## config.mk

```make
export PLATFORM = sky130hd
export DESIGN_NAME = apb_wait_slave
export DESIGN_NICKNAME = d
export VERILOG_FILES = /design/src/rtl/apb_wait_slave.sv
export SDC_FILE = /design/constraint.sdc
export NUM_CORES = 1
export LEC_CHECK = 0
export CORE_UTILIZATION = 50
export CTS_BUF_LIST = sky130_fd_sc_hd__clkbuf_4
export DETAILED_ROUTE_END_ITERATION = 12
export GPL_TIMING_DRIVEN = 0
export PLACE_DENSITY = 0.7
export SLEW_MARGIN = 20
export SYNTH_ARGS = -nofsm -noshare
export SYNTH_HDL_FRONTEND = slang
export SYNTH_SLANG_ARGS = --single-unit
```

## constraint.sdc

```tcl
create_clock -name PCLK -period 19.3 [get_ports PCLK]
set_clock_uncertainty 0.1 [all_clocks]
set_input_delay 3.86 -clock PCLK [delete_from_list [all_inputs] [get_ports PCLK]]
set_output_delay 3.86 -clock PCLK [all_outputs]
set_load 0.03 [all_outputs]
```

## src/rtl/apb_wait_slave.sv

```systemverilog
// apb_wait_slave: APB3 completer with a small word memory, a programmable wait-state count and PSLVERR for out-of-range words.
// Optional APB_RAND_WAIT_EN: the per-transfer wait count comes from an 8-bit LFSR instead of WAIT_CYCLES.
module apb_wait_slave #(
  parameter int DATA_WIDTH  = 32,
  parameter int ADDR_WIDTH  = 8,
  parameter int DEPTH       = 16,
  parameter int WAIT_CYCLES = 2
) (
  input  logic                  PCLK,
  input  logic                  PRESET,
  input  logic                  PSEL,
  input  logic                  PENABLE,
  input  logic                  PWRITE,
  input  logic [ADDR_WIDTH-1:0] PADDR,
  input  logic [DATA_WIDTH-1:0] PWDATA,
  output logic                  PREADY,
  output logic [DATA_WIDTH-1:0] PRDATA,
  output logic                  PSLVERR
);

  localparam int IDX_W              = ADDR_WIDTH - 2;
  localparam int MEM_AW             = (DEPTH > 1) ? $clog2(DEPTH) : 1;
  localparam logic [IDX_W:0] DEPTH_L = (IDX_W + 1)'(DEPTH);
  localparam logic [3:0] WAIT_L     = 4'(WAIT_CYCLES);

  typedef enum logic [1:0] {IDLE, ACCESS, DONE} state_t;

  state_t                state_q, state_d;
  logic [3:0]            cnt_q, cnt_d;
  logic                  pready_q, pready_d;
  logic                  pslverr_q, pslverr_d;
  logic [DATA_WIDTH-1:0] prdata_q, prdata_d;
  logic                  pwrite_q, pwrite_d;
  logic                  err_q, err_d;
  logic [MEM_AW-1:0]     idx_q, idx_d;
  logic [DATA_WIDTH-1:0] wdata_q, wdata_d;
  logic [DATA_WIDTH-1:0] mem_q [DEPTH];
  logic                  mem_we;

  logic [IDX_W-1:0]      paddr_idx;
  logic                  new_err;
  logic [3:0]            wait_load;
  logic                  setup_hit, last_wait, respond, complete, abort;
  logic                  resp_write, resp_err;
  logic [MEM_AW-1:0]     resp_idx;
  logic [DATA_WIDTH-1:0] rd_word;
  logic                  unused_paddr_lsb;

  assign paddr_idx        = PADDR[ADDR_WIDTH-1:2];
  assign unused_paddr_lsb = ^PADDR[1:0];
  assign new_err          = {1'b0, paddr_idx} >= DEPTH_L;

`ifdef APB_RAND_WAIT_EN
  logic [7:0] lfsr_q, lfsr_d;

  // Fibonacci taps 8,6,5,4; free-running regardless of bus activity.
  always_comb lfsr_d = {lfsr_q[6:0], lfsr_q[7] ^ lfsr_q[5] ^ lfsr_q[4] ^ lfsr_q[3]};

  always_ff @(posedge PCLK or posedge PRESET) begin
    if (PRESET) lfsr_q <= 8'hA5;
    else        lfsr_q <= lfsr_d;
  end

  assign wait_load = {2'b00, lfsr_q[1:0]};
`else
  assign wait_load = WAIT_L;
`endif

  // Bus events seen on the current edge.
  always_comb begin
    setup_hit = (state_q == IDLE) && PSEL && !PENABLE;
    last_wait = (state_q == ACCESS) && PSEL && PENABLE && (cnt_q == 4'd1);
    respond   = (setup_hit && (wait_load == 4'd0)) || last_wait;
    complete  = (state_q == DONE) && PSEL && PENABLE && pready_q;
    abort     = (state_q != IDLE) && !PSEL;
  end

  // The zero-wait path answers from the live setup inputs, the wait path from the latch.
  always_comb begin
    resp_write = setup_hit ? PWRITE : pwrite_q;
    resp_err   = setup_hit ? new_err : err_q;
    resp_idx   = setup_hit ? paddr_idx[MEM_AW-1:0] : idx_q;
    rd_word    = mem_q[resp_idx];
  end

  always_ff @(posedge PCLK or posedge PRESET) begin
    if (PRESET) begin
      state_q   <= IDLE;
      cnt_q     <= '0;
      pready_q  <= 1'b0;
      pslverr_q <= 1'b0;
      prdata_q  <= '0;
      pwrite_q  <= 1'b0;
      err_q     <= 1'b0;
      idx_q     <= '0;
      wdata_q   <= '0;
      for (int i = 0; i < DEPTH; i++) mem_q[i] <= '0;
    end else begin
      state_q   <= state_d;
      cnt_q     <= cnt_d;
      pready_q  <= pready_d;
      pslverr_q <= pslverr_d;
      prdata_q  <= prdata_d;
      pwrite_q  <= pwrite_d;
      err_q     <= err_d;
      idx_q     <= idx_d;
      wdata_q   <= wdata_d;
      if (mem_we) mem_q[idx_q] <= wdata_q;
    end
  end

  always_comb begin
    state_d = state_q;
    case (state_q)
      IDLE:    if (setup_hit) state_d = (wait_load == 4'd0) ? DONE : ACCESS;
      ACCESS:  if (abort) state_d = IDLE;
               else if (last_wait) state_d = DONE;
      DONE:    if (abort || complete) state_d = IDLE;
      default: state_d = IDLE;
    endcase
  end

  always_comb begin
    cnt_d     = cnt_q;
    pready_d  = pready_q;
    pslverr_d = pslverr_q;
    prdata_d  = prdata_q;
    pwrite_d  = pwrite_q;
    err_d     = err_q;
    idx_d     = idx_q;
    wdata_d   = wdata_q;
    mem_we    = 1'b0;

    if (setup_hit) begin
      pwrite_d = PWRITE;
      err_d    = new_err;
      idx_d    = paddr_idx[MEM_AW-1:0];
      wdata_d  = PWDATA;
      cnt_d    = wait_load;
    end

    if ((state_q == ACCESS) && PSEL && PENABLE) cnt_d = cnt_q - 4'd1;

    if (respond) begin
      pready_d  = 1'b1;
      pslverr_d = resp_err;
      prdata_d  = (!resp_write && !resp_err) ? rd_word : '0;
    end

    if (complete || abort) begin
      pready_d  = 1'b0;
      pslverr_d = 1'b0;
      prdata_d  = '0;
      cnt_d     = '0;
    end

    mem_we = complete && pwrite_q && !err_q;
  end

  always_comb begin
    PREADY  = pready_q;
    PRDATA  = prdata_q;
    PSLVERR = pslverr_q;
  end

endmodule

```

# After elaboration in Yosys (flattened, before gate mapping)
# Cells that the tools add are included.
# op_classes
multipliers	0
shift	0
div_mod_pow	0
bitwise_logic	2
n_mux	24
eq_ne	6
addsub	1
magnitude_cmp	4
reduce_logical	24
# op_table
operator	n
bitwise mux 512 bit	1
two-way mux 32 bit	6
binary-select mux 32 bit (select 4 bit)	1
demux 32 bit (select 4 bit)	1
two-way mux 4 bit	4
logical AND 1 bit	13
greater-or-equal comparator 5 bit, second input constant	2
inverter 4 -> 5 bit	2
two-way mux 2 bit	4
greater-or-equal comparator 6 x 5 -> 1 bit, second input constant	1
two-way mux 1 bit	6
case mux 2 bit (3 select lines)	1
logical NOT 1 bit	5
less-than comparator 5 x 1 -> 1 bit, second input constant	1
== test 4 x 1 -> 1 bit, second input constant	1
nonzero test 2 bit	2
subtractor 4 x 1 -> 4 bit, second input constant	1
inequality test 3 bit, second input constant	1
AND reduction 3 bit	1
nonzero test 3 bit	1
== test 2 x 1 -> 1 bit, second input constant	1
== test 2 bit, second input constant	1
logical NOT 2 bit	1
inequality test 2 x 1 -> 1 bit, second input constant	1
2 further kinds	2
# word_totals
mem_count	0
mem_bits_rw	0
out_inout_bits	34
word_cells	86
latch_bits	0
ff_bits	590
romBits	0

# Logic depth before layout (Yosys ltp)
# Gate-level depths: netlist (run 1).
# depth
ltp_word	11
depth_mapped	12
mapped_depth_nobuf	8

# Worst setup path after synthesis (run 1)
# No wires, ideal clock.
# synth_path
kind	input to register
start	in PENABLE
end	reg prdata_q[13], in the netlist PRDATA[13]
stages	9
slack_ns	13.193
n_path_buf	2
arrival_time_ns	5.872
path_cell_list	buf_2 -> nor4b_4 -> mux2i_1 -> inv_2 -> nor2_2 -> clkbuf_1 -> nand3_1 -> a31oi_1 -> o31ai_1
# synth_via
elab_chain_len	10
word_cells_on_any_way	21
classes_between	9 x mux; 1 x bitwise; 11 x reduce/logical
# synth_rtl
element	line	text
start, declared	12	input logic PENABLE,
logical NOT 1 bit	71	setup_hit = (state_q == IDLE) && PSEL && !PENABLE;
logical AND 1 bit	71	
two-way mux 4 bit	82	resp_idx = setup_hit ? paddr_idx[MEM_AW-1:0] : idx_q;
inverter 4 -> 5 bit (not written as such)	83	rd_word = mem_q[resp_idx];
binary-select mux 32 bit (select 4 bit)	83	
two-way mux 32 bit (not written as such) (2 in series)	83	
two-way mux 32 bit	147	prdata_d = (!resp_write && !resp_err) ? rd_word : '0;
two-way mux 32 bit	144	if (respond) begin
two-way mux 32 bit	150	if (complete || abort) begin
end signal, assigned	103	prdata_q <= prdata_d;
end, declared	32	logic [DATA_WIDTH-1:0] prdata_q, prdata_d;
# Parallel ways exist; a longest one is shown, timed or not. The select of a mux whose other input is x is not followed.
# A chain may end at the register's enable or synchronous reset.

# Worst setup path after layout (run 1)
# layout_path
start	in PSEL
end	reg prdata_q[8], in the netlist PRDATA[8]
# layout_via
elab_chain_len	10
word_cells_on_any_way	25
classes_between	9 x mux; 1 x bitwise; 15 x reduce/logical
# layout_rtl
element	line	text
start, declared	11	input logic PSEL,
logical AND 1 bit (2 in series)	71	
two-way mux 4 bit	82	
inverter 4 -> 5 bit (not written as such)	83	
binary-select mux 32 bit (select 4 bit)	83	
two-way mux 32 bit (not written as such) (2 in series)	83	
two-way mux 32 bit	147	
two-way mux 32 bit	144	
two-way mux 32 bit	150	
# Parallel ways exist; a longest one is shown, timed or not. The select of a mux whose other input is x is not followed.

==> impl_metrics.yaml, run 1 <==
status:
  run_status: "completed"
timing:
  worst_pin_slew_ns: 1.21
  grt_setup_unrepaired: "false"
  slew_headroom_pct: 19.4
  finalHoldViolCount: 0
  worst_hold_slack_ns: 0.393
  period_needed_ns: 6.92
  drv_slew: 0
  setup_viol_count_final: 0
  finalSetupTns_ns: 0
  fin_crit_sh_pct: 35.8
  fmax_mhz: 145
yosys:
  yosys_most_used_dff: "dfrtp_1"
  synthMuxAreaShare_pct: 27.1
  synth_warnings: 0
  synth-simple-area-share_pct: 8.66
  synth_seq_area_share_pct: 56.3
  ys_types: 43
  synthXorXnorAreaFrac_pct: 0.0334
  synth_adder_area_share_pct: 0.0954
  syn_inst: 2139
  synth_top_family_by_area: "multiplexers"
  synth-seq-cells: 590
  async_flop_share_pct: 100
  synth_edf_count: 0
  syn_area_per_cell_um2: 12.3
  syn_nets: 2186
  synth_area_um2: 26200
  synth_compound_area_share_pct: 4.92
setup_path:
  crit_path_max_fanout: 10
  start_kind: "input port"
  end_kind: "flop"
  worstPathRequired_ns: 20.05
  crit_type: "input port to flop"
  arrival_ns: 7.67
pwr:
  switching_share_pct: 30.7
  power_leakage_nw: 14.6
  pwr-share-seq_pct: 45.2
  p_clk_share_pct: 39.5
  combPwrFrac_pct: 15.3
  internal_power_mw: 1.98
  powerDensity_nw_per_um2: 94.4
  vdd_drop_max_v: 0.0000621
  p_sw_mw: 0.876
floorplanning:
  boundaryPins: 79
  start_util_pct: 50.8
  placementRows: 83
  dieArea_um2: 53400
  core_area_um2: 51600
  chipHeight_um: 231
  dieWidth_um: 231
clocking:
  post_cts_buffers: 0
  cts_root_buffer: "clkbuf_4"
  htreeDepth: 4
  clk_path_buf_depth: 3
  cts_inserted_buffers: 157
  insertion_delay_ns: 1.03
  cts_tree: "built"
  post_cts_resized: 0
  holdBufCountCts: 0
  path_clk_slew_ns: 0.06
  cts_sinks: 590
routing:
  wl_met3_um: 6770
  drc_errors: 0
  drt-wirelength-per-cell_um: 24.6
  drtAntennaViolNets: 0
  routed_via_density: 6.02
  wirelength_um: 78300
  met2WireLength_um: 36400
  routed.top_layer: "met4"
  drt_iter0_markers: 1870
  vias: 19200
  drtPass1Iterations: 6
  wirelength_met1_um: 31600
flow_run:
  cap_violations: 0
grt:
  grt_use_total_pct: 30.3
  grt_overflow: 0
  grt_pass1_vias: 20000
  antenna_found_initial: 1
  grt_start_max_net_pins: 37
  grt_pass1_wl_um: 118000
cells_and_area:
  drive_gt1_share_pct: 35.2
  final_cell_mix: "dfrtp_1, mux2_2, nand2_1, clkbuf_4, mux2i_1"
  final_common_cell: "dfrtp_1"
  area_growth_pct: 15.4
  nets: 2440
  nFillCells: 4168
placement:
  io_buffers: 75
  place.gp.congestion: 0.914
  hpwlAfterDp_um: 50700
min_path:
  hold_class: "flop to flop"
## worst paths after layout
path	start	end	slack, ns	cells after the start
max	PSEL	PRDATA[8]$_DFFE_PP0P_	12.38	9
min	PRDATA[5]$_DFFE_PP0P_	PRDATA[5]$_DFFE_PP0P_	0.39	2
max reg2reg	state_q[0]$_DFFE_PP0P_	PRDATA[8]$_DFFE_PP0P_	15.18	9
min reg2reg	PRDATA[5]$_DFFE_PP0P_	PRDATA[5]$_DFFE_PP0P_	0.39	2
max in group asynchronous	PRESET	mem_q[366]$_DFFE_PP0P_	14.33	7
min in group asynchronous	PRESET	mem_q[92]$_DFFE_PP0P_	3.21	2
## cell families (layout without fill, tap and decap cells)
kind of cell             after synthesis  in the layout
XOR/XNOR                               1              1
other                                  0              3
adder cells (fa/ha/maj)                2              2
flip-flops                           590            590
multiplexers                         641            641
AO/OA/AOI/OAI                        197            197
buffers and inverters                177            535
AND/OR/NAND/NOR                      531            531
## power groups by stage
stage	Sequential (mW)	Clock [mW]	Combinational, mW
finish	1.29	1.13	0.436
floorplan	1.30	0	0.237
CTS	1.29	1.15	0.426
detailed placement	1.31	0	0.424
global route	1.30	1.22	0.454
global placement	1.31	0	0.405
## metrics by stage
stage                     area (um2)  util, %  total power [mW]  setup WS (ns)  instances
after global routing           30300     58.7              2.97          12.38       3178
after global placement         27800     53.9              1.72           3.99       2894
after floorplan                26200        -              1.54           7.30       2139
after CTS                      30300     58.7              2.86          12.57       3177
after detailed placement       28300     54.8              1.74          11.51       2914
final                          30300     58.7              2.86          12.38       3180
## cells in the mapped netlist, types with 2 or more instances
cell,instances,area (um2)
inv_1,7,26.3
nand2_1,371,1390
nor3_1,3,15.0
mux2i_1,95,951
nand4_1,9,56.3
o31ai_1,26,195
a22o_1,2,17.5
nor2_1,24,90.1
buf_1,35,131
nor2b_1,6,37.5
buf_2,39,195
buf_6,2,22.5
a21oi_1,56,280
o22ai_1,26,163
clkbuf_1,79,297
and3_1,2,12.5
nand3_1,78,390
mux2_2,545,6140
a31oi_1,27,169
nor4_1,26,163
o21ai_0,14,70.1
nor2_2,4,25.0
buf_4,12,90.1
inv_2,2,7.51
ha_1,2,25.0
dfrtp_1,590,14800
a32oi_1,41,359
## worst max-delay path, cell delays in order
cell	delay (ns)
clkdlybuf4s50_1	0.53
nor4b_4	0.47
mux2i_1	0.74
inv_2	0.22
nand2_1	0.52
clkbuf_1	0.65
o22ai_1	0.14
nor4_1	0.41
o31ai_1	0.11
## registers in the layout (all words and copies together), names as in the netlist
| register | count |
|---|---|
| mem_q | 512 |
| PRDATA | 32 |
| wdata_q | 32 |
| cnt_q | 4 |
| idx_q | 4 |
| state_q | 2 |
| PREADY | 1 |
| PSLVERR | 1 |
| err_q | 1 |
| pwrite_q | 1 |
## routing by layer
layer  track usage [%]  up-vias
li1                  -     8193
met1              38.6     9783
met2              46.9      934
met3              8.07      241
met4              16.6        0
met5                 0        -
## final cells by class
type | instances | area (um2) | area share (%)
plain buffers | 167 | 736 | 2.43
well taps | 680 | 851 | 2.81
clock buffers | 233 | 1750 | 5.78
diodes | 3 | 7.51 | 0.0248
clock inverters | 30 | 254 | 0.839
inverters | 10 | 42.5 | 0.140
flip-flops and latches | 590 | 14800 | 48.7
multi-input cells | 1372 | 10700 | 35.3
repair buffers | 95 | 1180 | 3.90
No activity file was read; power rests on OpenSTA's default activity.
==> run 2, diff against run 1 <==
Clock period 19.3 ns to 6.2 ns, I/O delays scaled along.
==> run 2 against run 1 <==
  * Critical path depth unchanged
  * Global-route usage about the same
  * Sequential power grew to 3.1 times the previous value
  * Hold slack got worse by 0.0056 ns
  * Utilization hardly changed
  * Critical endpoint is now PRDATA[18]$_DFFE_PP0P_
  * Largest cell class unchanged
  * Highest routed layer unchanged
==> impl_metrics.yaml, run 2 (synthesis results as in run 1) <==
clocking:
  path_clk_slew_ns: 0.06
  cts_inserted_buffers: 157
  cts_sinks: 590
  cts_tree: "built"
  post_cts_resized: 0
  post_cts_buffers: 0
  cts_root_buffer: "clkbuf_4"
  insertion_delay_ns: 1.00
  holdBufCountCts: 0
  htreeDepth: 4
  clk_path_buf_depth: 3
floorplanning:
  boundaryPins: 79
  start_util_pct: 50.8
  chipHeight_um: 231
  core_area_um2: 51600
  dieWidth_um: 231
  dieArea_um2: 53400
  placementRows: 83
grt:
  grt_use_total_pct: 30.2
  grt_start_max_net_pins: 37
  grt_pass1_wl_um: 118000
  grt_pass1_vias: 20000
  grt_overflow: 0
  antenna_found_initial: 2
cells_and_area:
  top_register: "mem_q"
  area_growth_pct: 15.5
  final_cell_mix: "dfrtp_1, mux2_2, nand2_1, clkbuf_4, mux2i_1"
  drive_gt1_share_pct: 35.2
  largest_reg_flops: 512
  fin_util_pct: 58.7
  final_common_cell: "dfrtp_1"
  nets: 2440
  nFillCells: 4172
setup_path:
  crit_type: "input port to flop"
  regToRegSetupSlack_ns: 2.07
  start_kind: "input port"
  startpoint: "PSEL"
  crit_path_max_fanout: 10
  arrival_ns: 5.06
  cp-endpoint: "PRDATA[18]$_DFFE_PP0P_"
  worstRegToRegCells: 9
  end_kind: "flop"
  worstReg2RegEnd: "PRDATA[18]$_DFFE_PP0P_"
  worstPathRequired_ns: 6.94
  worstReg2RegStart: "state_q[0]$_DFFE_PP0P_"
pwr:
  combPwrFrac_pct: 15.3
  vdd_drop_max_v: 0.000187
  powerDensity_nw_per_um2: 293
  power_leakage_nw: 14.6
  pwr-share-seq_pct: 45.3
  p_clk_share_pct: 39.4
  p_sw_mw: 2.72
  switching_share_pct: 30.6
  internal_power_mw: 6.17
routing:
  wirelength_um: 78500
  drt_iter0_markers: 1808
  drc_errors: 0
  routed_via_density: 6.05
  drtPass1Iterations: 6
  drtAntennaViolNets: 0
  vias: 19300
  drt-wirelength-per-cell_um: 24.7
timing:
  grt_setup_unrepaired: "false"
  worst_pin_slew_ns: 1.19
  period_needed_ns: 4.32
  slew_headroom_pct: 20.1
  worst_hold_slack_ns: 0.387
  setup_slack_ns: 1.88
  setup_viol_count_final: 0
  fmax_mhz: 231
  fin_crit_sh_pct: 69.7
  drv_slew: 0
  finalHoldViolCount: 0
  finalSetupTns_ns: 0
placement:
  place.gp.congestion: 0.914
  hpwlAfterDp_um: 50700
  dp_slack_ns: 1.03
  io_buffers: 75
flow_run:
  cap_violations: 0
min_path:
  hold_class: "flop to flop"
status:
  run_status: "completed"
==> run 2: changes by cell type in the layout (fill, tap and decap cells not counted) <==
cell     before  now
diode_2       3    5
==> run 2: power by group through the flow <==
stage / sequential [mW] / combinational [mW] / clock [mW]
after floorplan: 4.06 / 0.738 / 0
after global placement: 4.09 / 1.26 / 0
after detailed placement: 4.09 / 1.32 / 0
after CTS: 4.02 / 1.33 / 3.57
after global routing: 4.03 / 1.41 / 3.78
final: 4.03 / 1.36 / 3.50
==> run 2: worst min-delay path by stage <==
stage	cells after the start	slack, ns	to	from
2_1_floorplan	1	0.37	cnt_q[2]$_DFFE_PP0P_	cnt_q[2]$_DFFE_PP0P_
3_3_place_gp	2	0.37	PRDATA[5]$_DFFE_PP0P_	PRDATA[5]$_DFFE_PP0P_
3_5_place_dp	2	0.38	PRDATA[5]$_DFFE_PP0P_	PRDATA[5]$_DFFE_PP0P_
4_1_cts	2	0.38	state_q[0]$_DFFE_PP0P_	PENABLE
5_1_grt	1	0.41	mem_q[453]$_DFFE_PP0P_	mem_q[453]$_DFFE_PP0P_
6_report	2	0.39	PRDATA[5]$_DFFE_PP0P_	PRDATA[5]$_DFFE_PP0P_
==> run 2: area by class of cell <==
type,instances,area [um2],area share [%]
flip-flops and latches,590,14800,48.7
multi-input cells,1372,10700,35.3
clock buffers,233,1750,5.77
repair buffers,95,1180,3.90
well taps,680,851,2.81
plain buffers,167,736,2.43
clock inverters,30,254,0.838
inverters,10,42.5,0.140
diodes,5,12.5,0.0413
==> run 2: through the flow <==
stage	power [mW]	cell area [um2]	cells
after floorplan	4.79	26200	2139
after global placement	5.35	27800	2894
after detailed placement	5.41	28300	2914
after CTS	8.91	30300	3177
after global routing	9.22	30300	3179
final	8.89	30300	3182
==> run 2: worst max-delay path: stages <==
cell             delay (ns)
clkdlybuf4s50_1        0.53
nor4b_4                0.47
mux2i_1                0.74
inv_2                  0.22
nor2_2                 0.62
clkbuf_1               0.61
nand3_1                0.19
a31oi_1                0.30
o31ai_1                0.13
==> run 2: per-layer routing <==
layer  up-vias  track usage (%)  share of wire [%]
met5         -                0                  0
met4         0             16.8                4.5
met3       246             7.74                8.7
met2       997             47.0                 46
met1      9822             38.6                 40
li1       8193                -                  -
==> run 3, diff against run 2 <==
Clock period 6.2 ns to 3.8 ns, I/O delays scaled along.
==> run 3 against run 2 <==
  * The flow now finishes with violations (setup timing)
  * Final area about the same
  * Register-to-register slack got worse by 2.1 ns
  * Setup slack worse by 1.9 ns
  * Flip-flop and latch count unchanged
  * Total power rose by 63%
  * Routed wire length decreased by 0.14%
  * Sequential power grew 63%
  * Non-clock buffer count increased by 1
  * Critical path depth unchanged
  * Final cell count hardly changed
  * Utilization about the same
  * Critical endpoint is now PRDATA[0]$_DFFE_PP0P_
  * Largest cell class unchanged
  * Highest routed layer unchanged
==> impl_metrics.yaml, run 3 (synthesis results as in run 1) <==
pwr:
  internal_power_mw: 10.1
  combPwrFrac_pct: 15.3
  p_clk_share_pct: 39.5
  switching_share_pct: 30.6
  powerDensity_nw_per_um2: 479
  p_sw_mw: 4.45
  pwr-share-seq_pct: 45.2
  power_leakage_nw: 14.6
  vdd_drop_max_v: 0.000313
routing:
  drt-wirelength-per-cell_um: 24.6
  drt_iter0_markers: 1698
  drc_errors: 0
  drtPass1Iterations: 7
  vias: 19200
  drtAntennaViolNets: 0
  wirelength_um: 78400
  routed_via_density: 6.02
setup_path:
  arrival_ns: 4.61
  end_kind: "flop"
  crit_type: "flop to flop"
  worstPathRequired_ns: 4.56
  regToRegSetupSlack_ns: -0.05
  crit_path_max_fanout: 10
  start_kind: "flop"
grt:
  grt_pass1_wl_um: 118000
  antenna_found_initial: 2
  grt_start_max_net_pins: 37
  grt_pass1_vias: 20000
  grt_overflow: 0
  grt_use_total_pct: 30.2
floorplanning:
  core_area_um2: 51600
  placementRows: 83
  start_util_pct: 50.8
  chipHeight_um: 231
  boundaryPins: 79
  dieWidth_um: 231
  dieArea_um2: 53400
timing:
  worst_pin_slew_ns: 1.21
  drv_slew: 0
  fmax_mhz: 260
  fin_crit_sh_pct: 101
  period_needed_ns: 3.85
  finalSetupTns_ns: -0.145
  worst_hold_slack_ns: 0.111
  finalHoldViolCount: 0
  grt_setup_unrepaired: "true"
  setup_slack_ns: -0.0528
  setup_viol_count_final: 4
  slew_headroom_pct: 19.0
cells_and_area:
  layout.cell_area.non_filler_um2: 30300
  drive_gt1_share_pct: 35.5
  fin_cells: 3183
  nets: 2441
  area_growth_pct: 15.5
  final_cell_mix: "dfrtp_1, mux2_2, nand2_1, clkbuf_4, mux2i_1"
  largest_reg_flops: 512
  top_register: "mem_q"
  final_common_cell: "dfrtp_1"
clocking:
  cts_inserted_buffers: 157
  cts_tree: "built"
  cts_root_buffer: "clkbuf_4"
  insertion_delay_ns: 1.02
  path_clk_slew_ns: 0.07
  htreeDepth: 4
  cts_sinks: 590
  clk_path_buf_depth: 3
placement:
  dp_slack_ns: -0.887
  place_inst: 2914
  place.gp.congestion: 0.914
  place_area_um2: 28300
  hpwlAfterDp_um: 50700
  io_buffers: 75
status:
  run_status: "complete, but fails checks"
  violations: "setup timing"
flow_run:
  cap_violations: 0
min_path:
  hold_class: "input port to async pin"
-- run 3: cell count changes in the layout (fill, tap and decap cells not counted), sizes merged --
cell | before | now
dlygate4sd3 | 0 | 1
-- run 3: power groups by stage --
stage               clock, mW  sequential [mW]  combinational [mW]
floorplan                   0             6.62                1.20
global placement            0             6.68                2.06
detailed placement          0             6.67                2.15
CTS                      5.82             6.56                2.17
global route             6.17             6.58                2.31
finish                   5.73             6.57                2.22
-- run 3: critical path: stages, from the launching register on --
cell and delay, ns:
dfrtp_1 0.39, buf_6 0.15, nor4b_4 0.54, mux2i_2 0.64
inv_2 0.22, nor2_2 0.61, buf_2 0.44, a32oi_1 0.19
a31oi_1 0.29, o31ai_1 0.12
-- run 3: final cells by class --
class | count | area, um2
Clock buffer | 233 | 1750
Tap cell | 680 | 851
Sequential cell | 590 | 14800
Timing Repair Buffer | 96 | 1190
Multi-Input combinational cell | 1372 | 10700
Clock inverter | 30 | 254
Fill cell | 4165 | 21300
Buffer | 167 | 744
Antenna cell | 5 | 12.5
Inverter | 10 | 42.5
-- run 3: per-layer routing --
metal / track usage [%] / routed length (um) / vias to the layer above
met1: 38.7 / 31700 / 9838
met3: 7.73 / 6850 / 233
met4: 16.8 / 3390 / 0
met5: 0 / 0 / -
li1: - / - / 8182
met2: 47.0 / 36500 / 906
-- run 3: per-stage QoR --
stage | total power [mW] | util [%]
global placement | 8.73 | 53.9
floorplan | 7.82 | -
global route | 15.1 | 58.7
finish | 14.5 | 58.7
detailed placement | 8.83 | 54.8
CTS | 14.5 | 58.7
-- run 3: timing repair --
action / CTS / global route
pin swaps: 0 / 0
endpoints found under the setup margin: 20 / 21
endpoints found under the hold margin: 1 / 0
setup buffers: 0 / 0
gates resized for setup: 4 / 8
hold buffers: 1 / 0
-- run 3: final timing paths --
kind,startpoint,end,cells after the start
max in group asynchronous,PRESET,mem_q[366]$_DFFE_PP0P_,7
min,PRESET,mem_q[316]$_DFFE_PP0P_,2
max,state_q[0]$_DFFE_PP0P_,PRDATA[0]$_DFFE_PP0P_,9
max reg2reg,state_q[0]$_DFFE_PP0P_,PRDATA[0]$_DFFE_PP0P_,9
min reg2reg,PRDATA[5]$_DFFE_PP0P_,PRDATA[5]$_DFFE_PP0P_,2
min in group PCLK,PWDATA[3],wdata_q[3]$_DFFE_PP0N_,2
